--- src/rtl/rfphoenix_valu_sched_pkg.sv ---
// Shared types and sizing for the rfPhoenix vector-ALU issue scheduler.
package rfphoenix_valu_sched_pkg;

  localparam int VALU_NREQ  = 4;
  localparam int VALU_LAT   = 3;
  localparam int VALU_MAXIF = 2;
  localparam int VALU_TAGW  = 6;
  localparam int VALU_DW    = 128;
  localparam int VALU_TIDW  = $clog2(VALU_NREQ);

  typedef logic [39:0] instruction_t;

  typedef enum logic [1:0] {
    PRC8  = 2'd0,
    PRC16 = 2'd1,
    PRC32 = 2'd2,
    PRC64 = 2'd3
  } prec_t;

  typedef logic [VALU_DW-1:0]   vector_value_t;
  typedef logic [VALU_TIDW-1:0] valu_tid_t;
  typedef logic [VALU_TAGW-1:0] valu_tag_t;

  // One slot of the issue/result pipeline; data is only meaningful from S1 on.
  typedef struct packed {
    logic          v;
    valu_tid_t     tid;
    valu_tag_t     tag;
    instruction_t  ir;
    prec_t         prc;
    vector_value_t data;
  } valu_stage_t;

endpackage

--- src/rtl/rfphoenix_valu_sched_if.sv ---
// Thread-issue, ALU and writeback signals of the shared vector-ALU scheduler.
interface rfphoenix_valu_sched_if
  import rfphoenix_valu_sched_pkg::*;
#(
  parameter int NREQ = VALU_NREQ,
  parameter int TAGW = VALU_TAGW
) ();

  logic [NREQ-1:0]         req_valid;
  logic [NREQ-1:0]         req_ready;
  instruction_t            req_ir  [NREQ];
  prec_t                   req_prc [NREQ];
  logic [TAGW-1:0]         req_tag [NREQ];
  logic [NREQ-1:0]         flush;

  instruction_t            alu_ir;
  prec_t                   alu_prc;
  logic [$clog2(NREQ)-1:0] alu_tid;
  vector_value_t           alu_o;

  logic                    res_valid;
  logic                    res_ready;
  logic [$clog2(NREQ)-1:0] res_tid;
  logic [TAGW-1:0]         res_tag;
  vector_value_t           res_o;

  // Thread issue logic, ALU and writeback side.
  modport master (
    output req_valid, req_ir, req_prc, req_tag, flush, alu_o, res_ready,
    input  req_ready, alu_ir, alu_prc, alu_tid, res_valid, res_tid, res_tag, res_o
  );

  // Scheduler side.
  modport slave (
    input  req_valid, req_ir, req_prc, req_tag, flush, alu_o, res_ready,
    output req_ready, alu_ir, alu_prc, alu_tid, res_valid, res_tid, res_tag, res_o
  );

endinterface

--- src/rtl/rfphoenix_valu_sched_chk.sv ---
// Credit-counter invariants of the vector-ALU scheduler.
module rfphoenix_valu_sched_chk #(
  parameter int NREQ  = 4,
  parameter int MAXIF = 2,
  parameter int CW    = 2
) (
  input logic                     clk,
  input logic                     rst,
  input logic [NREQ-1:0][CW-1:0]  cnt,
  input logic [NREQ-1:0]          gnt,
  input logic [NREQ-1:0]          retire,
  input logic [NREQ-1:0]          flush
);

  // Counters stay within 0..MAXIF: no grant past the limit, no retire from zero.
  always @(posedge clk) begin
    if (rst) begin
      for (int i = 0; i < NREQ; i++) begin
        assert (cnt[i] <= CW'(MAXIF));
        assert (flush[i] || !(retire[i] && !gnt[i] && (cnt[i] == CW'(0))));
        assert (flush[i] || !(gnt[i] && !retire[i] && (cnt[i] == CW'(MAXIF))));
      end
    end
  end

endmodule

--- src/rtl/rfphoenix_valu_sched_rr_arb.sv ---
// N-wide round-robin arbiter: one-hot grant to the first request at or above
// the pointer (wrapping), pointer moves just past the winner on each grant.
module rfphoenix_rr_arb #(
  parameter int N = 4
) (
  input  logic                 clk,
  input  logic                 rst,
  input  logic                 en,
  input  logic [N-1:0]         req,
  output logic [N-1:0]         gnt,
  output logic [$clog2(N)-1:0] gnt_id,
  output logic                 gnt_any
);

  localparam int IW = $clog2(N);

  logic [IW-1:0] ptr_r;
  logic [IW-1:0] idx_s;
  logic          found_s;

  // Scan upward from the pointer and stop at the first active request.
  always_comb begin
    gnt     = '0;
    gnt_id  = ptr_r;
    found_s = 1'b0;
    idx_s   = ptr_r;
    for (int k = 0; k < N; k++) begin
      idx_s = ptr_r + IW'(k);
      if (en && !found_s && req[idx_s]) begin
        gnt[idx_s] = 1'b1;
        gnt_id     = idx_s;
        found_s    = 1'b1;
      end else begin
        found_s = found_s;
      end
    end
  end

  assign gnt_any = found_s;

  // Pointer advances past the winner on a grant and holds otherwise.
  always_ff @(posedge clk) begin
    if (!rst) begin
      ptr_r <= '0;
    end else if (found_s) begin
      ptr_r <= gnt_id + IW'(1);
    end else begin
      ptr_r <= ptr_r;
    end
  end

endmodule

--- src/rtl/rfphoenix_valu_sched.sv ---
// Shares one rfPhoenix vector ALU among NREQ thread issue ports: round-robin
// issue into S0, rigid LAT-stage result pipe, per-thread credits and flush.
module rfphoenix_valu_sched
  import rfphoenix_valu_sched_pkg::*;
#(
  parameter int NREQ  = VALU_NREQ,
  parameter int LAT   = VALU_LAT,
  parameter int MAXIF = VALU_MAXIF,
  parameter int TAGW  = VALU_TAGW
) (
  input logic                  clk,
  input logic                  rst,
  rfphoenix_valu_sched_if.slave bus
);

  localparam int CW = $clog2(MAXIF + 1);

  valu_stage_t               st_r [LAT];
  valu_stage_t               st_s [LAT];
  logic [NREQ-1:0][CW-1:0]   cnt_r;
  logic [NREQ-1:0][CW-1:0]   cnt_s;

  logic                      en_s;
  logic                      retire_s;
  logic [NREQ-1:0]           elig_s;
  logic [NREQ-1:0]           gnt_s;
  logic [NREQ-1:0]           retire_vec_s;
  logic [$clog2(NREQ)-1:0]   gnt_id_s;
  logic                      gnt_any_s;
  logic [TAGW-1:0]           win_tag_s;

  // The whole pipe advances together unless a result is waiting on writeback.
  assign en_s      = ~st_r[LAT-1].v | bus.res_ready;
  assign retire_s  = st_r[LAT-1].v & bus.res_ready;
  assign win_tag_s = bus.req_tag[gnt_id_s];

  // Thread eligibility and per-thread retire decode.
  always_comb begin
    elig_s       = '0;
    retire_vec_s = '0;
    for (int i = 0; i < NREQ; i++) begin
      elig_s[i]       = bus.req_valid[i] & ~bus.flush[i] & (cnt_r[i] < CW'(MAXIF));
      retire_vec_s[i] = retire_s & (st_r[LAT-1].tid == valu_tid_t'(i));
    end
  end

  rfphoenix_rr_arb #(.N(NREQ)) u_arb (
    .clk     (clk),
    .rst     (rst),
    .en      (en_s & rst),
    .req     (elig_s),
    .gnt     (gnt_s),
    .gnt_id  (gnt_id_s),
    .gnt_any (gnt_any_s)
  );

  // Credit update: flush zeroes, grant and retire in the same cycle cancel.
  always_comb begin
    cnt_s = cnt_r;
    for (int i = 0; i < NREQ; i++) begin
      if (bus.flush[i]) begin
        cnt_s[i] = CW'(0);
      end else if (gnt_s[i] && !retire_vec_s[i]) begin
        cnt_s[i] = cnt_r[i] + CW'(1);
      end else if (!gnt_s[i] && retire_vec_s[i]) begin
        cnt_s[i] = cnt_r[i] - CW'(1);
      end else begin
        cnt_s[i] = cnt_r[i];
      end
    end
  end

  // Rigid shift on en (bubbles kept), then kill every op of a flushed thread
  // wherever it lands, whether or not the pipe moved.
  always_comb begin
    for (int k = 0; k < LAT; k++) begin
      st_s[k] = st_r[k];
    end
    if (en_s) begin
      st_s[0].v    = gnt_any_s;
      st_s[0].tid  = gnt_id_s;
      st_s[0].tag  = win_tag_s;
      st_s[0].ir   = bus.req_ir[gnt_id_s];
      st_s[0].prc  = bus.req_prc[gnt_id_s];
      st_s[0].data = '0;
      st_s[1]      = st_r[0];
      st_s[1].data = bus.alu_o;
      for (int k = 2; k < LAT; k++) begin
        st_s[k] = st_r[k-1];
      end
    end else begin
      st_s[0] = st_r[0];
    end
    for (int k = 0; k < LAT; k++) begin
      if (bus.flush[st_s[k].tid]) begin
        st_s[k].v = 1'b0;
      end else begin
        st_s[k].v = st_s[k].v;
      end
    end
  end

  // Stage registers; reset clears data too so nothing downstream sees X.
  always_ff @(posedge clk) begin
    if (!rst) begin
      for (int k = 0; k < LAT; k++) begin
        st_r[k] <= '0;
      end
    end else begin
      for (int k = 0; k < LAT; k++) begin
        st_r[k] <= st_s[k];
      end
    end
  end

  // Per-thread in-flight credit counters.
  always_ff @(posedge clk) begin
    if (!rst) begin
      cnt_r <= '0;
    end else begin
      cnt_r <= cnt_s;
    end
  end

  assign bus.req_ready = gnt_s;
  assign bus.alu_ir    = st_r[0].ir;
  assign bus.alu_prc   = st_r[0].prc;
  assign bus.alu_tid   = st_r[0].tid;
  assign bus.res_valid = st_r[LAT-1].v;
  assign bus.res_tid   = st_r[LAT-1].tid;
  assign bus.res_tag   = st_r[LAT-1].tag;
  assign bus.res_o     = st_r[LAT-1].data;

  rfphoenix_valu_sched_chk #(.NREQ(NREQ), .MAXIF(MAXIF), .CW(CW)) u_chk (
    .clk    (clk),
    .rst    (rst),
    .cnt    (cnt_r),
    .gnt    (gnt_s),
    .retire (retire_vec_s),
    .flush  (bus.flush)
  );

endmodule

--- src/flat_wrapper.sv ---
// flat-port wrapper written by rule: the top's interface ports become plain ports
module rfphoenix_valu_sched_flat import rfphoenix_valu_sched_pkg::*;
#(
  parameter int NREQ  = VALU_NREQ,
  parameter int LAT   = VALU_LAT,
  parameter int MAXIF = VALU_MAXIF,
  parameter int TAGW  = VALU_TAGW
)
  (clk, rst, bus_req_valid, bus_req_ir, bus_req_prc, bus_req_tag, bus_flush, bus_alu_o, bus_res_ready, bus_req_ready, bus_alu_ir, bus_alu_prc, bus_alu_tid, bus_res_valid, bus_res_tid, bus_res_tag, bus_res_o);
  rfphoenix_valu_sched_if #(.NREQ(NREQ), .TAGW(TAGW)) bus_i ();
  input logic clk;
  input logic rst;
  input wire logic [$bits(bus_i.req_valid)-1:0] bus_req_valid;
  input wire logic [$bits(bus_i.req_ir)-1:0] bus_req_ir;
  input wire logic [$bits(bus_i.req_prc)-1:0] bus_req_prc;
  input wire logic [$bits(bus_i.req_tag)-1:0] bus_req_tag;
  input wire logic [$bits(bus_i.flush)-1:0] bus_flush;
  input wire logic [$bits(bus_i.alu_o)-1:0] bus_alu_o;
  input wire logic [$bits(bus_i.res_ready)-1:0] bus_res_ready;
  output wire logic [$bits(bus_i.req_ready)-1:0] bus_req_ready;
  output wire logic [$bits(bus_i.alu_ir)-1:0] bus_alu_ir;
  output wire logic [$bits(bus_i.alu_prc)-1:0] bus_alu_prc;
  output wire logic [$bits(bus_i.alu_tid)-1:0] bus_alu_tid;
  output wire logic [$bits(bus_i.res_valid)-1:0] bus_res_valid;
  output wire logic [$bits(bus_i.res_tid)-1:0] bus_res_tid;
  output wire logic [$bits(bus_i.res_tag)-1:0] bus_res_tag;
  output wire logic [$bits(bus_i.res_o)-1:0] bus_res_o;
  assign bus_i.req_valid = bus_req_valid;
  assign bus_i.req_ir = {>>{bus_req_ir}};
  assign bus_i.req_prc = {>>{bus_req_prc}};
  assign bus_i.req_tag = {>>{bus_req_tag}};
  assign bus_i.flush = bus_flush;
  assign bus_i.alu_o = bus_alu_o;
  assign bus_i.res_ready = bus_res_ready;
  assign bus_req_ready = bus_i.req_ready;
  assign bus_alu_ir = bus_i.alu_ir;
  assign bus_alu_prc = bus_i.alu_prc;
  assign bus_alu_tid = bus_i.alu_tid;
  assign bus_res_valid = bus_i.res_valid;
  assign bus_res_tid = bus_i.res_tid;
  assign bus_res_tag = bus_i.res_tag;
  assign bus_res_o = bus_i.res_o;
  rfphoenix_valu_sched #(.NREQ(NREQ), .LAT(LAT), .MAXIF(MAXIF), .TAGW(TAGW)) u_core (.clk(clk), .rst(rst), .bus(bus_i));
endmodule
--- config.mk ---
export PLATFORM = sky130hd
export DESIGN_NAME = rfphoenix_valu_sched_flat
export DESIGN_NICKNAME = d
export VERILOG_FILES = /design/src/rtl/rfphoenix_valu_sched_pkg.sv /design/src/rtl/rfphoenix_valu_sched_if.sv /design/src/rtl/rfphoenix_valu_sched_chk.sv /design/src/rtl/rfphoenix_valu_sched_rr_arb.sv /design/src/rtl/rfphoenix_valu_sched.sv /design/src/flat_wrapper.sv
export SDC_FILE = /design/constraint.sdc
export NUM_CORES = 1
export LEC_CHECK = 0
export BUFFER_PORTS_ARGS = -buffer_cell sky130_fd_sc_hd__buf_2
export CORE_AREA = 3 3 199 201
export DETAILED_ROUTE_END_ITERATION = 12
export DIE_AREA = 0 0 202 204
export PLACE_DENSITY_LB_ADDON = 0.12
export SYNTH_ARGS = -nofsm -noshare
export SYNTH_HDL_FRONTEND = slang
export SYNTH_SLANG_ARGS = --single-unit
--- constraint.sdc ---
create_clock -name clk -period 4.2 [get_ports clk]
set_clock_uncertainty 0.05 [all_clocks]
set_input_delay 0.63 -clock clk [delete_from_list [all_inputs] [get_ports clk]]
set_output_delay 0.63 -clock clk [all_outputs]
set_load 0.1 [all_outputs]
==> impl_metrics.json <==
{
  "p_int_mw": 7.30,
  "final_area_um2": 18200,
  "area.growth.synth_to_final_pct": 19.0,
  "clk_pin_slew_worst_paths_ns": 0.06,
  "drc": 0,
  "wl_per_cell_um": 18.1,
  "clk_latency_ns": 0.54,
  "cp-start-kind": "flop",
  "grt_pass1_vias": 13200,
  "ys_types": 54,
  "cts_sinks": 335,
  "p_clk_share_pct": 26.5,
  "grt_use_met1_pct": 27.3,
  "synth_edf_count": 0,
  "comb_power_share_pct": 44.2,
  "worst_slew_pin_slew_ns": 1.40,
  "crit_path_cell_trace": "inv_1 -> ha_1 -> or4b_1 -> o211ai_2 -> nand2_1 -> nor2_1 -> a222oi_1 -> nand2_1 -> buf_12",
  "portBuffers": 515,
  "critPathSlowestCell": "or4b_1",
  "hp-class": "in2reg",
  "antenna_found_initial": 24,
  "fin_tns_setup_ns": 0,
  "synth_top_area_cell": "dfxtp_1",
  "cts_root_buf": "clkbuf_16",
  "cts-hold-fix-buffers": 0,
  "synthFlopType": "dfxtp_1",
  "required_ns": 3.52,
  "synthTopCellsByCount": "557 x nand2_1, 335 x dfxtp_1, 275 x a21oi_1",
  "wl_um": 49400,
  "min_period_ns": 3.95,
  "start_util_pct": 40.5,
  "use_met2_pct": 38.3,
  "nets": 2502,
  "async_reset_ff_share_pct": 0,
  "yosysSeqAreaShare_pct": 43.9,
  "place_hpwl_um": 33700,
  "synth-warning-count": 0,
  "fmax_ghz": 0.253,
  "power.density_nw_per_um2": 712,
  "path_class": "reg2out",
  "busiest_layer": "met2",
  "post-route-period-util_pct": 94.1,
  "place_congestion": 0.869,
  "via_per_inst": 5.06,
  "seq_power_share_pct": 29.3,
  "cp.buffers_inverters": 2,
  "grt_max_degree": 259,
  "p_leak_nw": 8.07,
  "drtIter0Drc": 839,
  "post-cts-setup-buffers": 0,
  "maxCapViolations": 0,
  "use_met3_pct": 6.85,
  "synth-seq-cells": 335,
  "htree_levels": 2,
  "worst_setup_path_end_kind": "output port",
  "peakVddDrop_uv": 653,
  "synth_top_area_share_pct": 43.9,
  "ant_nets": 0,
  "switchingPower_mw": 5.65,
  "track_usage_pct": 22.8,
  "drt-pass1-iter-count": 7,
  "swShare_pct": 43.6,
  "finalHoldViolCount": 0,
  "ios": 516,
  "core_area_um2": 37800,
  "synth_cells": 1913,
  "critPathMostFrequentCell": "nand2_1",
  "numCtsBuffers": 39,
  "dieHeight_um": 204,
  "setup_viol": 0,
  "synthTopCellsByArea": "dfxtp_1 44%, nand2_1 14%, buf_4 9.1%",
  "syn_area_per_cell_um2": 7.99,
  "drive_above_1_share_pct": 28.2,
  "p_total_mw": 12.9,
  "die_x_um": 202,
  "rsz0062_at_grt": "false",
  "fp-row-count": 71,
  "vias": 13800,
  "clk_path_buf_depth": 3,
  "syn-cell-area_um2": 15300,
  "grt_pass1_wl_um": 75300,
  "synthesis.nets": 2252,
  "overflow": 0,
  "critPathTopFamily": "simple AND/OR/NAND/NOR gates",
  "cpPeakStageDelay_ns": 0.57,
  "cts_resized": 0,
  "design.die.area_um2": 41200,
  "timing.slew.headroom_pct": 6.63,
  "cp_max_fo": 15,
  "final-max-slew-violation-count": 0,
  "status": "finished clean",
  "synthMostInstantiatedCell": "nand2_1",
  "postPlaceCellArea_um2": 16800,
  "cts_tree": "done",
  "crit_arrival_ns": 3.27
}
sequential cells by signal, indices dropped and copies added, names as in the netlist:
name and flops:
u_core.cnt_r 8, u_core.u_arb.ptr_r 2, u_core.st_r 325
layout by cell type, fill, tap and decap left out, drive strengths merged, types with 2 or more instances in the layout:
cell	netlist	final
nand2b	8	8
a21oi	275	275
o22a	40	40
dfxtp	335	335
o221ai	11	11
o21a	2	2
mux2i	7	7
a31oi	3	3
buf	212	532
a211oi	23	23
a221oi	2	2
or3b	2	2
xnor2	2	2
nor2	63	63
ha	8	8
diode	0	19
o22ai	5	5
inv	2	4
or2	2	2
nor3	41	41
nand2	558	558
xor2	8	8
o21ai	56	56
mux2	41	41
nor3b	3	3
clkbuf	111	63
o211ai	4	4
a222oi	4	4
o2111a	39	39
clkinv	2	6
or3	15	15
nor2b	4	4
and2	6	6
and3	9	9
nand4	2	2
path summary, 6_finish.rpt:
kind	slack, ns	cells after the start	endpoint	startpoint
min reg2reg	0.40	2	u_core.st_r[0][402]	u_core.st_r[0][402]
max	0.25	9	bus_req_ready[1]	u_core.u_arb.ptr_r[1]
min	0.27	3	u_core.st_r[0][258]	bus_alu_o[79]
max reg2reg	0.58	11	u_core.st_r[0][161]	u_core.u_arb.ptr_r[1]
metrics by stage:
stage                     hold WS, ns  setup slack, ns  std cells  util, %
after global placement          0.384            0.452       2633     44.6
after floorplan                 0.382           0.0530       1913        -
after detailed placement        0.390            0.389       2633     44.6
after CTS                       0.235           0.0646       2704     48.0
final                           0.271            0.247       2723     48.2
after global routing            0.247           0.0193       2720     48.1
power by group through the flow:
| stage | combinational [mW] | sequential (mW) | clock (mW) |
|---|---|---|---|
| finish | 5.72 | 3.80 | 3.43 |
| global route | 6.09 | 3.84 | 3.67 |
| CTS | 5.74 | 3.80 | 3.53 |
| detailed placement | 5.72 | 3.86 | 0 |
| global placement | 5.66 | 3.85 | 0 |
| floorplan | 4.80 | 3.80 | 0 |
worst register-to-register path: stages, from the launching register on:
cell and delay (ns):
dfxtp_2 0.47, inv_1 0.12, ha_1 0.41, or4b_1 0.57, o211ai_2 0.16, o2bb2a_1 0.28, o21ai_1 0.28, o22ai_4 0.13
nand2_2 0.11, buf_4 0.32, mux2_1 0.38, o2111a_1 0.23
logic make-up (layout without fill, tap and decap cells):
| kind of cell | Yosys count | after routing | share of synthesized area (%) |
|---|---|---|---|
| XOR/XNOR | 10 | 10 | 0.573 |
| multiplexers | 48 | 48 | 3.48 |
| adder cells (fa/ha/maj) | 8 | 8 | 0.655 |
| buffers and inverters | 327 | 607 | 13.0 |
| other | 0 | 19 | 0 |
| flip-flops | 335 | 335 | 43.9 |
| AO/OA/AOI/OAI | 469 | 469 | 19.4 |
| AND/OR/NAND/NOR | 716 | 716 | 19.0 |
metal layers:
layer	up-vias	wire length, um
met4	8	1760
li1	6805	-
met5	-	42
met3	88	3720
met2	477	23900
met1	6389	19900
area by class of cell:
type | instances | area, um^2
inverter | 4 | 22.5
clock inverter | 8 | 86.3
fill | 3821 | 19600
multi-input combinational | 1251 | 6600
clock buffer | 63 | 1230
tap | 511 | 639
timing repair buffer | 532 | 2850
antenna | 19 | 47.5
sequential | 335 | 6710
Note: power is estimated with default switching activity, not from simulation.
